## config.mk

```make
export PLATFORM = sky130hd
export DESIGN_NAME = imem_fetch_ctrl_flat
export DESIGN_NICKNAME = d
export VERILOG_FILES = /design/src/rtl/imem_fetch_ctrl_if.sv /design/src/rtl/imem_fetch_ctrl.sv /design/src/flat_wrapper.sv
export SDC_FILE = /design/constraint.sdc
export NUM_CORES = 1
export LEC_CHECK = 0
export ABC_AREA = 1
export CORE_ASPECT_RATIO = 1.1
export CORE_MARGIN = 2
export CORE_UTILIZATION = 57
export DETAILED_ROUTE_END_ITERATION = 6
export MAX_ROUTING_LAYER = met4
export PLACE_DENSITY = 0.84
export SYNTH_ARGS = -nofsm -noshare
export SYNTH_HDL_FRONTEND = slang
export SYNTH_SLANG_ARGS = --single-unit
export TNS_END_PERCENT = 10
```

## constraint.sdc

```tcl
create_clock -name clk -period 20.6 [get_ports clk]
set_clock_uncertainty 0.2 [all_clocks]
set_input_delay 4.12 -clock clk [delete_from_list [all_inputs] [get_ports clk]]
set_output_delay 4.12 -clock clk [all_outputs]
set_load 0.02 [all_outputs]
```

## src/rtl/imem_fetch_ctrl_if.sv

```systemverilog
// Bus bundle for imem_fetch_ctrl.
// Groups the memory read port, the decode valid/ready handshake and the
// redirect/halt controls. The master modport is the fetch controller side;
// the slave modport is the environment (memory + decode + branch unit).
// Optional IMEM_FETCH_PERF_EN adds perf_fetches / perf_flushes.
interface imem_fetch_ctrl_if;
  logic        mem_req;
  logic [31:0] mem_addr;
  logic [31:0] mem_rdata;
  logic        if_valid;
  logic        if_ready;
  logic [31:0] if_instr;
  logic [31:0] if_pc;
  logic        redirect_valid;
  logic [31:0] redirect_pc;
  logic        halt_req;
  logic        halted;
`ifdef IMEM_FETCH_PERF_EN
  logic [31:0] perf_fetches;
  logic [31:0] perf_flushes;
`endif

  modport master (
    output mem_req, mem_addr, if_valid, if_instr, if_pc, halted,
`ifdef IMEM_FETCH_PERF_EN
    output perf_fetches, perf_flushes,
`endif
    input  mem_rdata, if_ready, redirect_valid, redirect_pc, halt_req
  );

  modport slave (
    input  mem_req, mem_addr, if_valid, if_instr, if_pc, halted,
`ifdef IMEM_FETCH_PERF_EN
    input  perf_fetches, perf_flushes,
`endif
    output mem_rdata, if_ready, redirect_valid, redirect_pc, halt_req
  );
endinterface

```

## src/rtl/imem_fetch_ctrl.sv

```systemverilog
// Instruction fetch controller for a 1 KB little-endian instruction memory.
// Owns the PC, issues one word read per cycle to a 1-cycle-latency
// synchronous memory, buffers returned words in a QUEUE_DEPTH-entry queue
// and hands them to decode over valid/ready. Supports branch redirect
// (flushes queued and in-flight words via an epoch bit) and a halt/drain
// request.
// Ports:
//   clk  - clock, rising edge
//   rst  - asynchronous active-high reset
//   bus  - imem_fetch_ctrl_if.master: mem_req/mem_addr/mem_rdata,
//          if_valid/if_ready/if_instr/if_pc, redirect_valid/redirect_pc,
//          halt_req/halted
// Optional feature macro: IMEM_FETCH_PERF_EN adds saturating counters
//   perf_fetches (words pushed) and perf_flushes (redirect cycles).
module imem_fetch_ctrl #(
  parameter logic [31:0] RESET_PC    = 32'h0000_0000,
  parameter int unsigned QUEUE_DEPTH = 2,
  parameter int unsigned MEM_BYTES   = 1024,
  parameter logic [31:0] NOP_INSTR   = 32'h0000_0013
) (
  input logic              clk,
  input logic              rst,
  imem_fetch_ctrl_if.master bus
);

  localparam int unsigned PTR_W     = $clog2(QUEUE_DEPTH);
  localparam int unsigned CNT_W     = PTR_W + 1;
  localparam logic [31:0] MEM_LIMIT = 32'(MEM_BYTES);

  typedef enum logic [1:0] {
    S_RUN,
    S_DRAIN,
    S_HALTED
  } state_t;

  state_t           state;
  logic [31:0]      pc;
  logic             epoch;
  logic             inflight;
  logic [31:0]      inflight_pc;
  logic             inflight_epoch;
  logic [31:0]      q_instr [QUEUE_DEPTH];
  logic [31:0]      q_pc    [QUEUE_DEPTH];
  logic [PTR_W-1:0] head;
  logic [PTR_W-1:0] tail;
  logic [CNT_W-1:0] count;

  logic             q_nonempty;
  logic             pop;
  logic             push;
  logic             room;
  logic             issue;
  logic [CNT_W:0]   occ;
  logic [31:0]      push_word;

  always_comb begin
    q_nonempty = (count != '0);
    pop        = q_nonempty && bus.if_ready;
    // A redirect in the response cycle discards the returning word too.
    push       = inflight && (inflight_epoch == epoch) && !bus.redirect_valid;
    occ        = {1'b0, count} + {{CNT_W{1'b0}}, inflight};
    // A pop this cycle frees a slot in time for the next response, which
    // is what sustains one instruction per cycle with a 2-entry queue.
    room       = (occ < (CNT_W + 1)'(QUEUE_DEPTH)) || pop;
    issue      = !rst && !bus.halt_req && !bus.redirect_valid && room;
    push_word  = (inflight_pc >= MEM_LIMIT) ? NOP_INSTR : bus.mem_rdata;
  end

  assign bus.mem_req  = issue;
  assign bus.mem_addr = pc;
  assign bus.if_valid = q_nonempty;
  assign bus.if_instr = q_instr[head];
  assign bus.if_pc    = q_pc[head];
  assign bus.halted   = (state == S_HALTED);

  // PC, in-flight tag and instruction queue.
  always_ff @(posedge clk or posedge rst) begin
    if (rst) begin
      pc             <= RESET_PC;
      epoch          <= 1'b0;
      inflight       <= 1'b0;
      inflight_pc    <= '0;
      inflight_epoch <= 1'b0;
      head           <= '0;
      tail           <= '0;
      count          <= '0;
      for (int unsigned i = 0; i < QUEUE_DEPTH; i++) begin
        q_instr[i] <= '0;
        q_pc[i]    <= '0;
      end
    end else begin
      inflight <= issue;
      if (issue) begin
        inflight_pc    <= pc;
        inflight_epoch <= epoch;
      end
      if (bus.redirect_valid) begin
        pc    <= bus.redirect_pc & ~32'h0000_0003;
        epoch <= ~epoch;
        head  <= '0;
        tail  <= '0;
        count <= '0;
      end else begin
        if (issue) pc <= pc + 32'd4;
        if (push) begin
          q_instr[tail] <= push_word;
          q_pc[tail]    <= inflight_pc;
          tail          <= tail + PTR_W'(1);
        end
        if (pop) head <= head + PTR_W'(1);
        case ({push, pop})
          2'b10:   count <= count + CNT_W'(1);
          2'b01:   count <= count - CNT_W'(1);
          default: count <= count;
        endcase
      end
    end
  end

  // Run / drain / halted control.
  always_ff @(posedge clk or posedge rst) begin
    if (rst) begin
      state <= S_RUN;
    end else begin
      case (state)
        S_RUN:    if (bus.halt_req) state <= S_DRAIN;
        S_DRAIN: begin
          if (!bus.halt_req)                  state <= S_RUN;
          else if (!q_nonempty && !inflight)  state <= S_HALTED;
        end
        S_HALTED: if (!bus.halt_req) state <= S_RUN;
        default:  state <= S_RUN;
      endcase
    end
  end

`ifdef IMEM_FETCH_PERF_EN
  logic [31:0] perf_fetches_q;
  logic [31:0] perf_flushes_q;

  always_ff @(posedge clk or posedge rst) begin
    if (rst) begin
      perf_fetches_q <= '0;
      perf_flushes_q <= '0;
    end else begin
      if (push && (perf_fetches_q != '1))
        perf_fetches_q <= perf_fetches_q + 32'd1;
      if (bus.redirect_valid && (perf_flushes_q != '1))
        perf_flushes_q <= perf_flushes_q + 32'd1;
    end
  end

  assign bus.perf_fetches = perf_fetches_q;
  assign bus.perf_flushes = perf_flushes_q;
`endif

endmodule

```

## src/flat_wrapper.sv

```systemverilog
// flat-port wrapper written by rule: the top's interface ports become plain ports
module imem_fetch_ctrl_flat 
#(
  parameter logic [31:0] RESET_PC    = 32'h0000_0000,
  parameter int unsigned QUEUE_DEPTH = 2,
  parameter int unsigned MEM_BYTES   = 1024,
  parameter logic [31:0] NOP_INSTR   = 32'h0000_0013
)
  (clk, rst, bus_mem_req, bus_mem_addr, bus_if_valid, bus_if_instr, bus_if_pc, bus_halted, bus_mem_rdata, bus_if_ready, bus_redirect_valid, bus_redirect_pc, bus_halt_req);
  imem_fetch_ctrl_if bus_i ();
  input logic clk;
  input logic rst;
  output wire logic [$bits(bus_i.mem_req)-1:0] bus_mem_req;
  output wire logic [$bits(bus_i.mem_addr)-1:0] bus_mem_addr;
  output wire logic [$bits(bus_i.if_valid)-1:0] bus_if_valid;
  output wire logic [$bits(bus_i.if_instr)-1:0] bus_if_instr;
  output wire logic [$bits(bus_i.if_pc)-1:0] bus_if_pc;
  output wire logic [$bits(bus_i.halted)-1:0] bus_halted;
  input wire logic [$bits(bus_i.mem_rdata)-1:0] bus_mem_rdata;
  input wire logic [$bits(bus_i.if_ready)-1:0] bus_if_ready;
  input wire logic [$bits(bus_i.redirect_valid)-1:0] bus_redirect_valid;
  input wire logic [$bits(bus_i.redirect_pc)-1:0] bus_redirect_pc;
  input wire logic [$bits(bus_i.halt_req)-1:0] bus_halt_req;
  assign bus_mem_req = bus_i.mem_req;
  assign bus_mem_addr = bus_i.mem_addr;
  assign bus_if_valid = bus_i.if_valid;
  assign bus_if_instr = bus_i.if_instr;
  assign bus_if_pc = bus_i.if_pc;
  assign bus_halted = bus_i.halted;
  assign bus_i.mem_rdata = bus_mem_rdata;
  assign bus_i.if_ready = bus_if_ready;
  assign bus_i.redirect_valid = bus_redirect_valid;
  assign bus_i.redirect_pc = bus_redirect_pc;
  assign bus_i.halt_req = bus_halt_req;
  imem_fetch_ctrl #(.RESET_PC(RESET_PC), .QUEUE_DEPTH(QUEUE_DEPTH), .MEM_BYTES(MEM_BYTES), .NOP_INSTR(NOP_INSTR)) u_core (.clk(clk), .rst(rst), .bus(bus_i));
endmodule
```

Yosys cells after proc, flatten, opt, wreduce, memory -nomap -nowiden
Cells that the tools add are included.
- bits in registers: 201
- $add $sub $neg: 6
- magnitude comparators: 5
- equality and inequality tests: 8
- multiplexer cells: 24
- bitwise operators: 4
- reductions and logical operators: 22
- operators by type and width (kind ; count):
    $mux 32 ; 10
    $bwmux 64 ; 2
    $add 32x3->32 const B ; 1
    $demux 32 s1 ; 1
    $ge 32x11->1 const B ; 1
    $mux 2 ; 5
    $logic_and 1x1->1 ; 8
    $reduce_bool 2->1 ; 4
    $pmux 2 s3 ; 1
    $logic_not 1->1 ; 5
    $eq 2x1->1 const B ; 2
    $eq 2x2->1 const B ; 2
    $ge 2x2->1 const B ; 2
    $mux 1 ; 4
    $ne 2x2->1 const B ; 2
    $not 1->2 ; 2
    $pmux 2 s2 ; 1
    $add 2x1->3 ; 1
    $lt 3x2->1 const B ; 1
    $ne 3x2->1 const B ; 1
    $reduce_and 3->1 ; 1
    $reduce_bool 3->1 ; 1
    $add 1x1->1 const B ; 2
    $add 2x1->2 const B ; 1
    7 further kinds ; 8

Logic depth before layout (Yosys ltp)
- depth in word-level cells: 6
- gate-level depth with buffers: 10
- mapped depth without buffers: 9

Worst setup path after synthesis
No wires, ideal clock.
- path type: input -> output
- from: input bus_redirect_valid
- to: output bus_mem_req
- arrival time: 4.909 ns
- required time: 16.280 ns
- setup slack: 11.371 ns
- stages on the path: 5
- path through: buf_2 -> nor3_2 -> nand2_2 -> inv_1 -> buf_2
- cells in the longest elaborated chain, start to end: 3
- ends and longest elaborated chain (item ; RTL line ; text):
    start, declared ; flat_wrapper.sv:21 ; input wire logic [$bits(bus_i.redirect_valid)-1:0] bus_redirect_valid;
    $logic_not 1->1 ; imem_fetch_ctrl.sv:65 ; issue = !rst && !bus.halt_req && !bus.redirect_valid && room;
    $logic_and 1x1->1 (2 in series) ; imem_fetch_ctrl.sv:65 ;
    end, declared ; flat_wrapper.sv:13 ; output wire logic [$bits(bus_i.mem_req)-1:0] bus_mem_req;
Every way passes these cells.

Worst setup path after layout
Same ends and word-level chain as after synthesis.

==> metrics.yaml <==
end_kind: "primary output"
slowest_delay_ps: 750
cpLargestDelayFamily: "buffers and inverters"
drive_above_1_share_pct: 4.32
ant_nets: 0
dp_hpwl_um: 14500
path_cells: "clkdlybuf4s50_1 -> buf_4 -> nor3_2 -> nand2_2 -> inv_1 -> clkdlybuf4s50_1"
cts_made_buffers: 17
rows: 49
synthTopCellsByArea: "dfrtp_1 (52%), nand2_1 (21%), nand3_1 (6.2%), o21ai_0 (5.2%), inv_1 (4.4%)"
grtUsageTotal_pct: 26.8
dr_total_vias: 8367
clk_pin_slew_worst_paths_ps: 60
leakage_nw: 5.70
grt_pass1_vias: 7709
drc: 0
synth_edf_count: 0
ys_warn_count: 0
ys_top_cells_by_count: "nand2_1 (514), dfrtp_1 (193), nand3_1 (115)"
multiInputGateArea_mm2: 0.00373
setup_violations: 0
crit_buf_inv: 4
antenna_cells: 0
clock_path_buffers: 2
seq_area_frac_synth_pct: 51.8
grt_pass1_wl_um: 37100
area_growth_pct: 23.3
synth_top_area_share_pct: 51.8
ioPinCount: 168
initialDrtViolationCount: 690
gp_congestion: 0.926
syn_area_mm2: 0.00932
crit_top_cell: "clkdlybuf4s50_1"
crit_type: "input port to primary output"
worstSkewPairLatency_ps: 430
final_core_util_pct: 71.0
synthCells: 1228
htree_num_levels: 4
crit_slowest_cell: "clkdlybuf4s50_1"
synth.largest_area_cell: "dfrtp_1"
status: "finished clean"
grt_setup_unrepaired: "no"
tightest_slew_ps: 1170
powerDensity_mw_per_mm2: 105
cp-start-kind: "input port"
cts_resized: 0
instances_no_fill: 1570
routedWlPerCell_um: 14.3
regArea_mm2: 0.00483
wl_um: 22400
die_w_um: 126
port_buffers: 161
cts_sinks: 193
cts_setup_buffers: 0
avgSynthCellArea_um2: 7.59
cts_hold_buffers: 0
fin_crit_ps: 10740
antenna_found_initial: 0
cp_max_fo: 34
synth_async_sr_flop_share_pct: 100
core_region_area_mm2: 0.0162
grt_overflow_total: 0
nNetsFinal: 1424
cts-root-buf: "clkbuf_16"
vdd_drop_max_v: 0.0000705
maxSlewHeadroom_pct: 21.4
cts_tree: "done"
fillerInstances: 1313
place_inst: 1539
slew_violations: 0
synth_cell_type_count: 30
critPathRequiredTime_ps: 16280
fin_crit_sh_pct: 52.1
crit_arrival_ps: 6420
min_path_type: "flop to flop"
start_util_pct: 57.6
via_per_inst: 5.33
die_h_um: 138
drv_cap: 0
grt_max_degree: 117
ys_ff_latch: 193
drt_first_pass_iters: 5
yosysMostFrequentCell: "nand2_1"
ys.flop_type: "dfrtp_1"
final_hold_viol_count: 0
setup_tns_ps: 0
fmax_mhz: 93.1
fp.dieArea_mm2: 0.0174
-- metrics by stage --
stage / hold WS (ps) / total power, mW / instance area, um^2 / setup WS [ps]
finish: 273 / 1.20 / 11500 / 9860
global route: 293 / 1.27 / 11500 / 9740
CTS: 275 / 1.21 / 11500 / 9870
global placement: 255 / 0.878 / 10900 / 9890
detailed placement: 259 / 0.890 / 10900 / 9870
floorplan: 242 / 0.726 / 9330 / 11020
-- cells in the final DEF (no fill, tap or decap) --
cell,count
nor2_1,52
clkinv_1,1
inv_8,1
a21oi_1,10
clkbuf_8,4
nor3b_1,1
nand3b_1,9
clkbuf_16,17
o21ai_0,96
nand2_2,3
bufinv_16,1
inv_1,107
conb_1,4
nor3_2,1
nand4_1,8
dfrtp_1,192
nor3_1,3
dfrtp_2,1
or2_2,1
clkinvlp_4,2
nor2_4,4
nand3_1,115
o21ai_2,2
nor2_2,1
nand4_4,1
inv_6,1
buf_4,7
nand2_1,514
o21ai_1,19
clkdlybuf4s50_1,161
o211ai_1,6
inv_2,6
ha_1,1
clkinv_2,6
and2_1,1
xor2_1,7
-- worst paths after layout --
check	from	to	slack, ps	cells past startpoint
setup / recovery	bus_redirect_valid	bus_mem_req	9860	6
hold / removal	u_core.q_pc[15]	u_core.q_pc[15]	270	2
setup reg to reg	u_core.epoch	u_core.q_pc[13]	17420	8
hold reg to reg	u_core.q_pc[15]	u_core.q_pc[15]	270	2
max in group asynchronous	rst	u_core.q_pc[16]	14650	3
min in group asynchronous	rst	u_core.bus.mem_addr[23]	4130	2
-- worst min-delay path, delay by kind of cell (launching register included) --
kind	cells	cell delay (ps)
flip-flops	1	340
AND/OR/NAND/NOR	2	110
-- per-layer routing --
layer / track usage (%) / vias up / share of wire, %
li1: - / 4096 / -
met1: 38.0 / 3892 / 45
met2: 39.5 / 345 / 46
met3: 5.22 / 34 / 6.9
met4: 8.10 / 0 / 1.8
met5: - / - / 0
-- power breakdown --
group          internal [mW]  total, mW  switching, mW  leakage, nW
combinational          0.147      0.373          0.227         2.91
clock                  0.178      0.316          0.138        0.281
sequential             0.460      0.512         0.0524         2.51
total                  0.784       1.20          0.417         5.70
-- cells by family after synthesis --
| group | count (synthesis) | share of synthesized area (%) |
|---|---|---|
| flip-flops | 193 | 51.8 |
| buffers and inverters | 179 | 8.27 |
| AND/OR/NAND/NOR | 714 | 31.7 |
| XOR/XNOR | 7 | 0.658 |
| adder cells (fa/ha/maj) | 1 | 0.134 |
| other | 1 | 0.0403 |
| AO/OA/AOI/OAI | 133 | 7.39 |
-- area by class of cell --
type                    count  area share [%]
clock inverters            10           0.730
repair buffers            168            14.5
well taps                 204            2.22
inverters                 115            3.82
multi-input cells         859            32.5
clock buffers              21            4.18
flip-flops and latches    193            42.1
-- registers in the layout, summed over array words and instances, names as in the netlist --
name and cells:
u_core.bus.mem_addr 30, u_core.count 2, u_core.epoch 1, u_core.head 1, u_core.inflight 1, u_core.inflight_epoch 1, u_core.inflight_pc 30, u_core.q_instr 64
u_core.q_pc 60, u_core.state 2, u_core.tail 1
No activity file was read; power rests on OpenSTA's default activity.
